### config.mk
export PLATFORM = sky130hd
export DESIGN_NAME = wb_write_arbiter_flat
export DESIGN_NICKNAME = d
export VERILOG_FILES = /design/src/rtl/wb_write_arbiter_if.sv /design/src/rtl/wb_write_arbiter.sv /design/src/flat_wrapper.sv
export SDC_FILE = /design/constraint.sdc
export NUM_CORES = 1
export LEC_CHECK = 0
export BUFFER_PORTS_ARGS = -buffer_cell sky130_fd_sc_hd__buf_2
export CORE_ASPECT_RATIO = 0.8
export CORE_MARGIN = 5
export CORE_UTILIZATION = 55
export DETAILED_ROUTE_END_ITERATION = 8
export PLACE_DENSITY = 0.79
export SYNTH_ARGS = -nofsm -noshare
export SYNTH_HDL_FRONTEND = slang
export SYNTH_SLANG_ARGS = --single-unit
### constraint.sdc
create_clock -name clk -period 8.24 [get_ports clk]
set_clock_uncertainty 0.05 [all_clocks]
set_input_delay 0 -clock clk [delete_from_list [all_inputs] [get_ports clk]]
set_output_delay 0 -clock clk [all_outputs]
set_load 0.02 [all_outputs]
### src/rtl/wb_write_arbiter_if.sv
// Bus bundle for the writeback arbiter: pipeline port A, long-latency port B,
// the register-file write port and the status outputs seen by the hazard unit.
interface wb_write_arbiter_if #(
   parameter int N = 32
);
   logic         a_we;
   logic [4:0]   a_rd;
   logic [N-1:0] a_data;
   logic         b_valid;
   logic         b_ready;
   logic [4:0]   b_rd;
   logic [N-1:0] b_data;
   logic         RegWrite;
   logic [4:0]   WriteReg;
   logic [N-1:0] WriteData;
   logic [31:0]  pending;
   logic         idle;
   logic         waw_err;

   // Handshake: port B transfers on a posedge where b_valid && b_ready; the
   // source holds b_rd/b_data stable while b_valid is high. Port A has no
   // ready and is consumed in the cycle a_we is asserted.
   modport master (
      output a_we, a_rd, a_data, b_valid, b_rd, b_data,
      input  b_ready, RegWrite, WriteReg, WriteData, pending, idle, waw_err
   );

   modport slave (
      input  a_we, a_rd, a_data, b_valid, b_rd, b_data,
      output b_ready, RegWrite, WriteReg, WriteData, pending, idle, waw_err
   );
endinterface

### src/rtl/wb_write_arbiter.sv
// Owns the register-file write port: pipeline writeback wins every cycle, the
// long-latency results queue in a small FIFO and drain when the port is free.
module wb_write_arbiter #(
   parameter int N     = 32,
   parameter int DEPTH = 4
) (
   input logic                 clk,
   input logic                 rst,
   wb_write_arbiter_if.slave   bus
);
   localparam int AW = (DEPTH > 1) ? $clog2(DEPTH) : 1;

   logic [AW-1:0] rptr;
   logic [AW-1:0] wptr;
   logic [AW:0]   count;
   logic [DEPTH-1:0] live;
   logic [4:0]    rd_mem   [DEPTH];
   logic [N-1:0]  data_mem [DEPTH];
   logic          waw_q;

   logic        a_wr;
   logic        empty;
   logic        full;
   logic        pop;
   logic        push;
   logic        live_in;
   logic [31:0] pending_raw;

   assign empty = (count == '0);
   assign full  = (count == (AW+1)'(DEPTH));
   assign a_wr  = bus.a_we && (bus.a_rd != 5'd0) && !rst;
   assign pop   = !a_wr && !empty && !rst;
   assign bus.b_ready = !full && !rst;
   assign push  = bus.b_valid && bus.b_ready;
   // A same-cycle A write to the same register kills the entry on arrival.
   assign live_in = (bus.b_rd != 5'd0) && !(a_wr && (bus.b_rd == bus.a_rd));

   always_comb begin
      pending_raw = '0;
      for (int i = 0; i < DEPTH; i++) begin
         if (live[i]) pending_raw[rd_mem[i]] = 1'b1;
      end
   end

   assign bus.pending = rst ? 32'd0 : (pending_raw & ~32'd1);
   assign bus.idle    = empty || rst;
   assign bus.waw_err = waw_q;

   always_comb begin
      bus.RegWrite  = 1'b0;
      bus.WriteReg  = 5'd0;
      bus.WriteData = '0;
      if (a_wr) begin
         bus.RegWrite  = 1'b1;
         bus.WriteReg  = bus.a_rd;
         bus.WriteData = bus.a_data;
      end else if (pop) begin
         bus.RegWrite  = live[rptr];
         bus.WriteReg  = rd_mem[rptr];
         bus.WriteData = data_mem[rptr];
      end
   end

   always_ff @(posedge clk) begin
      if (rst) begin
         rptr  <= '0;
         wptr  <= '0;
         count <= '0;
         live  <= '0;
         waw_q <= 1'b0;
      end else begin
         // Pop and kill are exclusive (pop only when A is silent), and a push
         // never lands on a live slot, so the writes below never collide.
         for (int i = 0; i < DEPTH; i++) begin
            if (a_wr && (rd_mem[i] == bus.a_rd)) live[i] <= 1'b0;
         end
         if (pop) begin
            live[rptr] <= 1'b0;
            rptr       <= rptr + 1'b1;
         end
         if (push) begin
            live[wptr]     <= live_in;
            rd_mem[wptr]   <= bus.b_rd;
            data_mem[wptr] <= bus.b_data;
            wptr           <= wptr + 1'b1;
         end
         case ({push, pop})
            2'b10:   count <= count + 1'b1;
            2'b01:   count <= count - 1'b1;
            default: count <= count;
         endcase
         if (a_wr && pending_raw[bus.a_rd]) waw_q <= 1'b1;
      end
   end
endmodule

### src/flat_wrapper.sv
// flat-port wrapper written by rule: the top's interface ports become plain ports
module wb_write_arbiter_flat 
#(
   parameter int N     = 32,
   parameter int DEPTH = 4
)
  (clk, rst, bus_a_we, bus_a_rd, bus_a_data, bus_b_valid, bus_b_rd, bus_b_data, bus_b_ready, bus_RegWrite, bus_WriteReg, bus_WriteData, bus_pending, bus_idle, bus_waw_err);
  wb_write_arbiter_if #(.N(N)) bus_i ();
  input logic clk;
  input logic rst;
  input wire logic [$bits(bus_i.a_we)-1:0] bus_a_we;
  input wire logic [$bits(bus_i.a_rd)-1:0] bus_a_rd;
  input wire logic [$bits(bus_i.a_data)-1:0] bus_a_data;
  input wire logic [$bits(bus_i.b_valid)-1:0] bus_b_valid;
  input wire logic [$bits(bus_i.b_rd)-1:0] bus_b_rd;
  input wire logic [$bits(bus_i.b_data)-1:0] bus_b_data;
  output wire logic [$bits(bus_i.b_ready)-1:0] bus_b_ready;
  output wire logic [$bits(bus_i.RegWrite)-1:0] bus_RegWrite;
  output wire logic [$bits(bus_i.WriteReg)-1:0] bus_WriteReg;
  output wire logic [$bits(bus_i.WriteData)-1:0] bus_WriteData;
  output wire logic [$bits(bus_i.pending)-1:0] bus_pending;
  output wire logic [$bits(bus_i.idle)-1:0] bus_idle;
  output wire logic [$bits(bus_i.waw_err)-1:0] bus_waw_err;
  assign bus_i.a_we = bus_a_we;
  assign bus_i.a_rd = bus_a_rd;
  assign bus_i.a_data = bus_a_data;
  assign bus_i.b_valid = bus_b_valid;
  assign bus_i.b_rd = bus_b_rd;
  assign bus_i.b_data = bus_b_data;
  assign bus_b_ready = bus_i.b_ready;
  assign bus_RegWrite = bus_i.RegWrite;
  assign bus_WriteReg = bus_i.WriteReg;
  assign bus_WriteData = bus_i.WriteData;
  assign bus_pending = bus_i.pending;
  assign bus_idle = bus_i.idle;
  assign bus_waw_err = bus_i.waw_err;
  wb_write_arbiter #(.N(N), .DEPTH(DEPTH)) u_core (.clk(clk), .rst(rst), .bus(bus_i));
endmodule
==> run metrics <==
outcome=finished clean; synthesized net count=710; H-tree levels=4; FMAX=314 MHz; root buf cell=clkbuf_16; EDFF count, synth=148; register share of total power=0.478; Synth area leaders=edfxtp_1, mux4_2, a22o_1; R2R setup slack=5.27 ns; CTS sink cnt=162; critical path arrival=3.47 ns; share of layout cells above drive strength 1=0.305; CTS Buf Count=17; crit-path max FO=47; global-route wire length before repair=38100 microns; sw frac=0.262; final hold vios=0; hold crit path type=input pin to register; Routed Antenna Nets=0; Max clock buf depth=2; Die Ht=121 microns; # DRC=0; clock group share of total power=0.394; wirelength, routed=25200 microns; Async SR Flop Fraction=0; max-cap check violation count=0; Power Density=199 nW/um^2; synthesized area per cell=13.6 sq um; top_reg_cell synth=edfxtp_1; Starting DRT DRC Count=606; sequential area share after synthesis=0.560; Area Overhead vs Synth=19.4%; internal power=1.48 mW; row count=40; # setup viols final=0; reg2reg path depth=9; Final period util=0.386; RSZ-0062 raised after global routing=false; via count=6413; Skew-Pair Late Insertion Delay=0.42 ns; Post-CTS Setup Bufs=0; reg-to-reg critical path endpoint=u_core.count[2]; CTS tree=built; Setup Crit Path Kind=input pin to register; initial core utilization=0.562; Diodes inserted=0; Final GP Congestion=1.05; number of global-route vias before repair=6569; post-CTS resize count=0; TNS Setup=0 ns; Core Util, Final=0.671; Critical Path Start Type=input pin; Cell Area, Synth=8430 sq um; initial antenna violation count=0; Final min period=3.18 ns; Worst R2R Start=u_core.count[2]; Pre-antenna DRT Iters=5; worst slew pin tran=1.17 ns; WHS Path Cells=5; post-synthesis cell type count=61; Post-DP HPWL=16300 microns; Clock transition at path regs=0.07 ns; grt ovf=0; Synth Warn #=0; beginning of the worst hold path=bus_a_rd[3]; gr usage total=0.283; Die Area=17900 sq um; peak supply drop=0.213 mV; synthesis-stage register bit count=162; vias per inst=6.57; largest net degree at the start of global routing=48; Die Wd=148 microns; Comb pwr share=0.129; Pins Over Slew Limit=0; critical path endpoint category=register; area leader, netlist=edfxtp_1; Worst Hold End=u_core.bus.waw_err; Worst Path Required=8.53 ns; Worst slew margin=0.220; number of I/O pins=151; PortBufs=149; nets@finish=862; DR WL/cell=25.8 microns; core outline area=15000 sq um; Yosys top cell area share=0.527; Cells after Synth=622; static leakage=3.56 nW; Net Sw Power=0.525 mW
==> critical path, cell delays in order <==
cell     delay (ns)
buf_2          0.23
or2_2          0.37
o41ai_1        0.55
and2_2         0.91
ha_1           0.34
inv_1          0.07
fa_1           0.38
xor2_1         0.17
or3_1          0.30
a21oi_1        0.14
==> through the flow <==
step	std cells	power, mW	setup slack, ns	hold slack [ns]	cell area [sq um]
after floorplan	622	1.13	5.59	0.0489	8430
after global placement	906	1.21	4.85	0.159	9090
after detailed placement	906	1.21	4.59	0.167	9090
after CTS	976	2.01	5.03	0.0834	10100
after global routing	976	2.08	4.82	0.168	10100
final	976	2.00	5.06	0.123	10100
==> cells in the final DEF, fill, tap and decap left out, types with 3 or more instances in the layout <==
cell type	instances
nand4b_1	5
mux4_2	39
dfxtp_1	12
nand2_1	22
or3b_1	7
xor2_1	16
nand3b_1	14
inv_8	5
o22ai_1	31
inv_6	3
a22o_1	37
edfxtp_1	148
or3_1	3
and3b_1	3
and3_2	4
dlygate4sd3_1	38
ha_1	9
a21oi_1	11
clkbuf_16	17
inv_1	11
mux2i_1	3
o32ai_1	4
nand4_1	7
nand3_1	7
buf_2	149
nand2b_1	4
nor2_1	60
xnor2_1	12
nor3b_1	6
a221oi_1	17
o31ai_1	3
nor3_1	15
a2111oi_0	3
a211oi_1	15
==> layer usage <==
metal / GRT usage / part of all wire / vias to the layer above
li1: - / - / 2786
met4: 0.124 / 0.036 / 0
met3: 0.0581 / 0.085 / 68
met2: 0.466 / 0.49 / 410
met5: 0 / 0 / -
met1: 0.367 / 0.39 / 3149
==> cells in the mapped netlist (2+ instances only) <==
cell and n:
a22o_1 37, a21oi_1 11, nor2b_1 2, o32ai_1 4, o21ai_0 2, mux2_2 2
mux2i_1 3, buf_1 4, nand3b_1 14, and2_1 3, nand2_1 22, dfxtp_1 14
or3_1 3, or2_2 2, a211oi_1 15, nand2b_1 4, and3_1 6, o22ai_1 31
ha_1 9, a221oi_1 17, a2111oi_0 3, nor3b_1 6, buf_4 6, o22ai_2 2
nand4_1 7, nor3_1 15, clkbuf_1 18, nor2_1 61, nand3_1 7, inv_1 11
xor2_1 16, mux4_2 39, edfxtp_1 148, buf_6 13, or3b_1 7, and3b_1 3
o31ai_1 3, xnor2_1 12, buf_2 14, nand4b_1 5
==> worst max path at each step <==
stage                            endpoint  slack, ns   startpoint  cells past startpoint
after CTS                 u_core.count[2]       5.03  bus_a_rd[1]                     10
final                     u_core.count[2]       5.06  bus_a_rd[1]                     10
after detailed placement  u_core.count[2]       4.59  bus_a_rd[1]                     10
after global placement    u_core.count[2]       4.85  bus_a_rd[1]                     10
after floorplan           u_core.count[2]       5.59  bus_a_rd[2]                     12
after global routing      u_core.count[2]       4.82  bus_a_rd[1]                     10
==> layout make-up <==
| type | instances | area [sq um] |
|---|---|---|
| multi-input cells | 393 | 3330 |
| well taps | 189 | 236 |
| clock buffers | 18 | 429 |
| flip-flops and latches | 162 | 4730 |
| fillers | 1058 | 4950 |
| clock inverters | 14 | 165 |
| repair buffers | 189 | 1140 |
| inverters | 11 | 41.3 |
==> sequential cells by signal (all words and copies together), names as in the netlist, named ones only <==
| register | count |
|---|---|
| u_core.rptr | 2 |
| u_core.live | 4 |
| u_core.wptr | 2 |
| u_core.bus.waw_err | 1 |
| u_core.count | 3 |
| u_core.data_mem | 128 |
| u_core.rd_mem | 20 |
==> timing repair <==
item                                    in CTS  in global routing
hold endpoints to repair                   149                  0
hold buffers                                38                  0
endpoints found under the setup margin       0                  0
==> power groups by stage <==
stage          combinational [mW]  sequential, mW  clock [mW]
2_1_floorplan               0.184           0.951           0
3_3_place_gp                0.234           0.972           0
3_5_place_dp                0.240           0.975           0
4_1_cts                     0.257           0.957       0.794
5_1_grt                     0.276           0.961       0.839
6_report                    0.258           0.958       0.789
==> cells by family (layout without fill, tap and decap cells) <==
kind of cell	count (synthesis)	in the layout	share of synthesized area
AND/OR/NAND/NOR	176	176	0.114
flip-flops	162	162	0.560
AO/OA/AOI/OAI	133	133	0.121
buffers and inverters	67	232	0.0466
multiplexers	45	45	0.114
XOR/XNOR	28	28	0.0291
adder cells (fa/ha/maj)	10	10	0.0157
other	1	1	0.000445
Note: power is estimated with default switching activity, not from simulation.
